## src/rtl/seg7_bcd_scan_counter.sv

```systemverilog
// rtl/seg7_bcd_scan_counter.sv - multi-digit BCD up/down counter with multiplexed 7-segment driver
//
// Ports:
//   i_clk    system clock
//   i_rst    asynchronous active-high reset
//   i_en     count prescaler enable (scan always runs)
//   i_up     count direction, 1 = up, 0 = down
//   i_clr    synchronous clear of count value and prescaler
//   o_seg    segments {a,b,c,d,e,f,g,dp}, active-high
//   o_dig    digit enables, active-low one-hot, bit 0 = least significant digit
//   o_value  BCD count, digit k at [4k+3:4k]
//   o_wrap   one-cycle pulse when the count wraps around
module seg7_bcd_scan_counter #(
    parameter int NUM_DIGITS = 4,
    parameter int COUNT_DIV  = 27_000_000,
    parameter int SCAN_DIV   = 27_000,
    parameter int LZ_BLANK   = 1
) (
    input  logic                    i_clk,
    input  logic                    i_rst,
    input  logic                    i_en,
    input  logic                    i_up,
    input  logic                    i_clr,
    output logic [7:0]              o_seg,
    output logic [NUM_DIGITS-1:0]   o_dig,
    output logic [4*NUM_DIGITS-1:0] o_value,
    output logic                    o_wrap
);

    localparam int PW = (COUNT_DIV > 1) ? $clog2(COUNT_DIV) : 1;
    localparam int SW = (SCAN_DIV > 1) ? $clog2(SCAN_DIV) : 1;
    localparam int IW = (NUM_DIGITS > 1) ? $clog2(NUM_DIGITS) : 1;

    localparam logic [PW-1:0] PRESC_MAX = PW'(COUNT_DIV - 1);
    localparam logic [SW-1:0] SCAN_MAX  = SW'(SCAN_DIV - 1);
    localparam logic [IW-1:0] IDX_MAX   = IW'(NUM_DIGITS - 1);

    logic [PW-1:0]              presc_q;
    logic [SW-1:0]              scan_q;
    logic [IW-1:0]              idx_q;
    logic                       step;
    logic [4*NUM_DIGITS-1:0]    value_next;
    logic                       chain;
    logic [3:0]                 d;
    logic [NUM_DIGITS:0]        zero_from;
    logic [3:0]                 sel_digit;
    logic                       sel_blank;

    function automatic logic [7:0] seg_encode(input logic [3:0] v);
        case (v)
            4'd0:    seg_encode = 8'b11111100;
            4'd1:    seg_encode = 8'b01100000;
            4'd2:    seg_encode = 8'b11011010;
            4'd3:    seg_encode = 8'b11110010;
            4'd4:    seg_encode = 8'b01100110;
            4'd5:    seg_encode = 8'b10110110;
            4'd6:    seg_encode = 8'b10111110;
            4'd7:    seg_encode = 8'b11100000;
            4'd8:    seg_encode = 8'b11111110;
            4'd9:    seg_encode = 8'b11110110;
            default: seg_encode = 8'b00000000;
        endcase
    endfunction

    // A step is the last prescaler cycle while enabled; clear overrides it.
    assign step = i_en && (presc_q == PRESC_MAX) && !i_clr;

    always_ff @(posedge i_clk or posedge i_rst) begin
        if (i_rst) begin
            presc_q <= '0;
        end else if (i_clr) begin
            presc_q <= '0;
        end else if (i_en) begin
            if (presc_q == PRESC_MAX) begin
                presc_q <= '0;
            end else begin
                presc_q <= presc_q + PW'(1);
            end
        end
    end

    // BCD ripple: the carry/borrow walks up from digit 0 and stops at the
    // first digit that does not roll over. A carry out of the top digit
    // means every digit rolled over, i.e. a wrap.
    always_comb begin
        value_next = o_value;
        chain      = 1'b1;
        d          = 4'd0;
        for (int k = 0; k < NUM_DIGITS; k++) begin
            d = o_value[4*k +: 4];
            if (chain) begin
                if (i_up) begin
                    if (d == 4'd9) begin
                        value_next[4*k +: 4] = 4'd0;
                    end else begin
                        value_next[4*k +: 4] = d + 4'd1;
                        chain = 1'b0;
                    end
                end else begin
                    if (d == 4'd0) begin
                        value_next[4*k +: 4] = 4'd9;
                    end else begin
                        value_next[4*k +: 4] = d - 4'd1;
                        chain = 1'b0;
                    end
                end
            end
        end
    end

    always_ff @(posedge i_clk or posedge i_rst) begin
        if (i_rst) begin
            o_value <= '0;
            o_wrap  <= 1'b0;
        end else if (i_clr) begin
            o_value <= '0;
            o_wrap  <= 1'b0;
        end else if (step) begin
            o_value <= value_next;
            o_wrap  <= chain;
        end else begin
            o_wrap  <= 1'b0;
        end
    end

    // Digit scan runs independently of the count enable.
    always_ff @(posedge i_clk or posedge i_rst) begin
        if (i_rst) begin
            scan_q <= '0;
            idx_q  <= '0;
        end else if (scan_q == SCAN_MAX) begin
            scan_q <= '0;
            if (idx_q == IDX_MAX) begin
                idx_q <= '0;
            end else begin
                idx_q <= idx_q + IW'(1);
            end
        end else begin
            scan_q <= scan_q + SW'(1);
        end
    end

    // zero_from[k] is set when digits k..NUM_DIGITS-1 are all zero.
    always_comb begin
        zero_from             = '0;
        zero_from[NUM_DIGITS] = 1'b1;
        for (int k = NUM_DIGITS - 1; k >= 0; k--) begin
            zero_from[k] = (o_value[4*k +: 4] == 4'd0) && zero_from[k+1];
        end
    end

    always_comb begin
        sel_digit = 4'd0;
        sel_blank = 1'b0;
        for (int k = 0; k < NUM_DIGITS; k++) begin
            if (idx_q == IW'(k)) begin
                sel_digit = o_value[4*k +: 4];
                sel_blank = (LZ_BLANK != 0) && (k != 0) && zero_from[k];
            end
        end
    end

    always_ff @(posedge i_clk or posedge i_rst) begin
        if (i_rst) begin
            o_dig <= ~NUM_DIGITS'(1);
            o_seg <= 8'b11111100;
        end else begin
            o_dig <= ~(NUM_DIGITS'(1) << idx_q);
            o_seg <= sel_blank ? 8'b00000000 : seg_encode(sel_digit);
        end
    end

endmodule

```

## config.mk

```make
export PLATFORM = sky130hd
export DESIGN_NAME = seg7_bcd_scan_counter
export DESIGN_NICKNAME = d
export VERILOG_FILES = /design/src/rtl/seg7_bcd_scan_counter.sv
export SDC_FILE = /design/constraint.sdc
export NUM_CORES = 1
export LEC_CHECK = 0
export CAP_MARGIN = 20
export CORE_MARGIN = 8
export CORE_UTILIZATION = 41
export DETAILED_ROUTE_END_ITERATION = 10
export PLACE_DENSITY_LB_ADDON = 0.25
export SLEW_MARGIN = 30
export SYNTH_ARGS = -nofsm -noshare
export SYNTH_HDL_FRONTEND = slang
export SYNTH_SLANG_ARGS = --single-unit
```

## constraint.sdc

```tcl
create_clock -name i_clk -period 4.1 [get_ports i_clk]
set_input_delay 0.82 -clock i_clk [delete_from_list [all_inputs] [get_ports i_clk]]
set_output_delay 0.82 -clock i_clk [all_outputs]
set_load 0.02 [all_outputs]
```

==> reports/metrics.csv, run 1 <==
metric,value,unit
status,"complete, no violations",
Hold EP,presc_q[24],
Die H,119,um
Worst EP required,4380,ps
GRT Residual Overflow,0,
share of layout cells above drive strength 1,8.01,%
CP cell instances,clkdlybuf4s50_1 -> buf_4 -> and3_1 -> o21a_1 -> nand4_2 -> or4b_1 -> a21oi_1,
wire length of the first global-routing pass,16800,um
final-report hold violation count,0,
ant diodes,0,
Ports,34,
drt initial violations,317,
Total GRT Usage,14.3,%
area occupied by registers,1760,sq um
worst hold path class,flop to flop,
hold_ws,480,ps
CTS root buf,clkbuf_8,
Final #Nets,523,
PwrDens,258,nW/um^2
DRC,0,
vias per inst,5.56,
Crit Path Class,input port to flop,
Post-DP HPWL,6930,um
Setup WS pre-CTS,881,ps
average routed wire per standard cell,15.2,um
Worst Tran Pin Value,847,ps
final worst slack,1250,ps
row cnt,37,
maximum VDD drop,0.000150,V
Worst EP arrival,3130,ps
vias in the first global route,3484,
"area leader, netlist",dfrtp_1,
crit-path max cell delay,620,ps
Num CTS Buffers,9,
Ys Warns,0,
Yosys cell types,68,
hold depth,1,
first drt pass iteration count,4,
unrepaired setup endpoints after global routing,false,
htree depth,3,
Worst Setup Start Kind,input port,
Setup Skew,11.4,ps
Final period util,69.6,%
pins over their slew limit,0,
Die Wd,119,um
Routed Wire Length,9850,um
"Power, Total",1.27,mW
Critical Path Sink Type,flop,
count of hold-fix buffers inserted at cts,0,
cell count after synthesis,492,
post-synth top area share,35.3,%
CP top delay family,simple AND/OR/NAND/NOR gates,
initial antenna violation count,0,
Slew HR,43.0,%
ys async rst share,100,%
post_cts resized,0,
Filler cells,994,
DRT antenna net count,0,
clk sinks,70,
ys flop type,dfrtp_1,
r2r setup slk,1310,ps
synthesis-stage register bit count,70,
syn nets,508,
"Reg clk slew, reported paths",80,ps
min-delay src,presc_q[24],
CTS tree,done,
reg2reg start,presc_q[6],
gpl congestion,0.812,
Max Clk Rate,351,MHz
postcts setup bufs,0,
vias,3604,
"Cell Area, Synth",4320,sq um
Initial Utilization,42.1,%
area occupied by multi-input gates,2370,sq um
largest net degree at the start of global routing,38,
Worst path slowest cell,or4b_1,
Max Cap Viol,0,
WP buf/inv,2,
Pleak,1.97,nW
FF-to-FF path depth,5,
"EDFF count, synth",0,
min cycle time layout,2850,ps
core area,10300,sq um
largest cells by area after synthesis,"dfrtp_1 (35%), dfstp_2 (5.5%), nor2_1 (3.8%), xor2_1 (3.6%), o21ai_0 (3.5%)",
reg-to-reg endpoint,o_value[14],
Layout area overhead,13.9,%
total negative slack,0,ps
DIE AREA,14100,sq um
post-synthesis sequential area ratio,40.8,%
syn avg cell area,8.79,sq um
Clock Latency Late Sink,350,ps
# port buffers,32,
final setup fails,0,
crit path max fanout,32,
maximum clock insertion buffer count,2,
-- through the flow --
| stage | util [%] | cell area (sq um) | instances |
|---|---|---|---|
| after detailed placement | 46.2 | 4750 | 632 |
| after CTS | 47.9 | 4920 | 648 |
| after global routing | 47.9 | 4920 | 648 |
| after global placement | 46.2 | 4740 | 632 |
| final | 47.9 | 4920 | 648 |
| after floorplan | - | 4320 | 492 |
-- metal layers --
layer | GRT usage, % | wire [um] | vias up
met2 | 22.8 | 4520 | 67
met5 | 0 | 0 | -
li1 | - | - | 1802
met1 | 17.8 | 4670 | 1726
met3 | 3.33 | 497 | 9
met4 | 6.72 | 160 | 0
-- power by group --
group	total [mW]	internal, mW	switching (mW)
Combinational	0.0632	0.0187	0.0445
Clock	0.512	0.252	0.260
Sequential	0.695	0.692	0.00281
Total	1.27	0.963	0.307
-- sequential cells by signal (all words and copies together) (netlist names) --
name	count
idx_q	2
o_dig	4
o_seg	7
o_value	16
o_wrap	1
presc_q	25
scan_q	15
-- synth_stat cells, drive strengths merged, types with 3 or more instances --
cell / instances
nor2b: 3
ha: 11
a211oi: 6
nor2: 44
o21a: 7
inv: 19
dfrtp: 61
and3: 10
nor4: 8
a31oi: 10
a21oi: 28
or3: 11
nand3: 27
clkbuf: 28
and4: 3
xnor2: 17
o21ai: 31
nor3: 19
or4b: 4
nand4: 13
nor3b: 6
dfstp: 9
nand2b: 5
and2: 5
nand2: 31
mux2i: 3
buf: 6
or4: 3
xor2: 18
nand4b: 7
-- worst max path at each step --
stage | start | end | slack [ps] | cells after the start
after floorplan | i_rst | idx_q[0] | 1530 | 1
after global placement | i_up | o_value[14] | 1000 | 7
after detailed placement | i_up | o_value[14] | 880 | 7
after CTS | i_up | o_value[14] | 1260 | 7
after global routing | i_up | o_value[14] | 1120 | 7
final | i_up | o_value[14] | 1250 | 7
-- cells by family after synthesis --
| family | synth area share (%) |
|---|---|
| AOI/OAI and AO/OA | 16.5 |
| xor gates and xnor gates | 7.09 |
| adders and majority gates | 3.18 |
| buffers and inverters | 4.75 |
| DFF | 40.8 |
| muxes | 0.955 |
| other | 0.0867 |
| and+or+nand+nor | 26.7 |
-- cell usage in the layout (no fill, tap or decap), types with 4 or more instances in the layout --
cell	netlist	layout
a211oi_1	6	6
a21oi_1	28	28
a31oi_1	10	10
and2_1	4	4
and3_1	10	10
buf_4	1	5
clkbuf_8	0	11
clkdlybuf4s50_1	0	32
dfrtp_1	61	61
dfstp_2	9	9
ha_1	11	11
inv_1	19	18
nand2_1	31	31
nand2b_1	5	5
nand3_1	27	27
nand4_1	12	12
nand4b_1	7	7
nor2_1	44	44
nor3_1	19	19
nor3b_1	5	5
nor4_1	7	6
o21a_1	7	7
o21ai_0	30	30
or3_1	11	11
xnor2_1	17	17
xor2_1	18	18
-- layout make-up --
| type | instances | share of cell area (%) |
|---|---|---|
| inverter | 19 | 1.45 |
| clock buffer | 14 | 3.30 |
| multi-input combinational | 369 | 48.1 |
| tap | 136 | 3.46 |
| clock inverter | 2 | 0.203 |
| timing repair buffer | 38 | 7.67 |
| sequential | 70 | 35.8 |
Note: power is estimated with default switching activity, not from simulation.
==> inputs of run 2 (changes only) <==
==> constraint.sdc (replaced) <==
create_clock -name i_clk -period 2.3 [get_ports i_clk]
set_input_delay 0.46 -clock i_clk [delete_from_list [all_inputs] [get_ports i_clk]]
set_output_delay 0.46 -clock i_clk [all_outputs]
set_load 0.02 [all_outputs]
==> run 2 against run 1 <==
- wire length increased by 13%
- worst hold slack lost 60 ps
- register-to-register slack lost 1300 ps
- total power is 98% higher
- sequential cell count unchanged
- final cell count grew 10%
- setup slack got worse by 1200 ps
- non-clock buffer count increased by 67
- die area stayed put
- combinational power is 130% higher
- sequential share of layout area down 3.7 points
==> reports/metrics.csv, run 2 (same netlist as run 1, synthesis figures left out) <==
metric,value,unit,change
Worst Tran Pin Value,702,ps,-145 ps
DRC,0,,unchanged
CP cell instances,inv_1 -> ha_2 -> nand3b_1 -> a221oi_2 -> a21oi_1 -> inv_1 -> ha_1 -> or3b_2 -> a32oi_2,,
most frequent cells in the layout,"buf_4 (72), dfrtp_1 (61), nor2_1 (44)",,
drt initial violations,298,,-6.0%
DIE AREA,14100,sq um,unchanged
initial antenna violation count,0,,unchanged
"most common cell after layout, fill and taps aside",buf_4,,
area occupied by multi-input gates,2390,sq um,+0.79%
crit-path max cell delay,450,ps,-170 ps
Comb power frac,5.8,%,+0.8 points
Die Wd,119,um,unchanged
CTS root buf,clkbuf_8,,
Pleak,2.32,nW,+18%
final setup fails,0,,unchanged
htree depth,3,,unchanged
Final period util,98.0,%,
hold_ws,420,ps,-59.9 ps
maximum VDD drop,0.000239,V,+59%
total negative slack,0,ps,unchanged
Clock Latency Late Sink,370,ps,+20 ps
worst hold path class,input port to async pin,,
PwrDens,457,nW/um^2,+77%
gpl congestion,0.856,,+5.5%
final-report hold violation count,0,,unchanged
min cycle time layout,2250,ps,
Final #Nets,590,,+13%
count of hold-fix buffers inserted at cts,0,,unchanged
clk sinks,70,,unchanged
CTS tree,done,,
CP top delay family,simple AND/OR/NAND/NOR gates,,
Post-DP HPWL,7890,um,+14%
internal power,1.90,mW,+97%
DRT antenna net count,0,,unchanged
share of power burned in registers,49.2,%,-5.5 points
Routed Wire Length,11100,um,+13%
Worst path slowest cell,or3b_2,,
pins over their slew limit,0,,unchanged
largest registers,"presc_q (25), o_value (16), scan_q (15)",,
clock share of power,45.0,%,+4.7 points
Non-Filler Instances,715,,+10%
max FFs per register,25,,unchanged
Critical Path Sink Type,flop,,
dpl cells,697,,+10%
wire length of the first global-routing pass,19200,um,+14%
Worst Setup Start Kind,flop,,
unrepaired setup endpoints after global routing,true,,
row cnt,37,,unchanged
Ports,34,,unchanged
Crit Path Class,flop to flop,,
critical path's most frequent cell,inv_1,,
Initial Utilization,42.1,%,unchanged
Filler cells,975,,-1.9%
share of layout cells above drive strength 1,20.6,%,+13 points
status,"complete, no violations",,
switching pwr,609,uW,+98%
Slew HR,52.9,%,+9.9 points
Final Util,53.5,%,+5.6 points
maximum clock insertion buffer count,2,,unchanged
Worst EP arrival,2540,ps,-590 ps
Die H,119,um,unchanged
vias per inst,5.51,,-0.90%
Max Clk Rate,444,MHz,
core area,10300,sq um,unchanged
average routed wire per standard cell,15.6,um,+2.5%
vias in the first global route,4001,,+15%
Max Cap Viol,0,,unchanged
area occupied by registers,1760,sq um,unchanged
Worst EP required,2590,ps,-1790 ps
Switching Share,24.3,%,+0.069 points
ant diodes,0,,unchanged
vias,3941,,+9.4%
Layout area overhead,27.1,%,
# port buffers,32,,unchanged
Num CTS Buffers,9,,unchanged
Setup Skew,12.8,ps,+1.33 ps
Largest Register,presc_q,,
GRT Residual Overflow,0,,unchanged
"Reg clk slew, reported paths",90,ps,about the same
Total GRT Usage,16.4,%,+2.2 points
"Power, Total",2.51,mW,+98%
first drt pass iteration count,4,,unchanged
largest net degree at the start of global routing,43,,+13%
WP buf/inv,2,,unchanged
crit path max fanout,9,,-72%
run 2: cell types whose count changed in the layout (fill, tap and decap cells not counted), moves of 2 or more:
cell,change
clkbuf_8,-2
inv_2,+2
inv_1,-2
ha_2,+3
bufinv_16,+2
clkinv_4,+3
clkbuf_1,-3
ha_1,-3
buf_4,+67
run 2: metrics by stage:
stage | setup slack (ps) | cell area, sq um
floorplan | 29.8 | 4320
global placement | -180 | 5230
detailed placement | -229 | 5230
CTS | 2.98 | 5470
global route | -95.6 | 5500
finish | 47.0 | 5500
run 2: final timing paths:
kind | from | endpoint | slack (ps) | cells after the start
setup / recovery | idx_q[1] | o_seg[3] | 50 | 9
hold / removal | i_rst | idx_q[1] | 420 | 2
setup reg to reg | idx_q[1] | o_seg[3] | 50 | 9
hold reg to reg | scan_q[0] | scan_q[0] | 500 | 1
max in group asynchronous | i_rst | presc_q[14] | 1290 | 3
min in group i_clk | scan_q[0] | scan_q[0] | 500 | 1
run 2: layout make-up:
| class | instances | share of cell area (%) |
|---|---|---|
| repair buffers | 105 | 16.0 |
| multi-input cells | 369 | 43.5 |
| clock buffers | 9 | 2.25 |
| clock inverters | 7 | 1.80 |
| flip-flops and latches | 70 | 32.1 |
| inverters | 19 | 1.30 |
| well taps | 136 | 3.10 |
run 2: layer usage:
metal	vias to the layer above	wire, um	GRT usage [%]
met2	78	5270	26.5
li1	1939	-	-
met3	15	555	4.38
met5	-	0	0
met1	1909	5180	20.9
met4	0	141	5.38
run 2: power by group through the flow:
stage          registers [mW]  clock network, mW  logic (mW)
6_report                 1.24               1.13       0.145
5_1_grt                  1.24               1.22       0.163
4_1_cts                  1.24               1.16       0.146
3_5_place_dp             1.26                  0       0.145
3_3_place_gp             1.26                  0       0.143
2_1_floorplan            1.26                  0      0.0764
run 2: repair_timing:
| item | 4_1_cts | 5_1_grt |
|---|---|---|
| pin swaps | 0 | 3 |
| setup endpoints to repair | 1 | 8 |
| setup buffers | 0 | 2 |
| hold endpoints to repair | 0 | 0 |
| gates resized for setup | 3 | 6 |
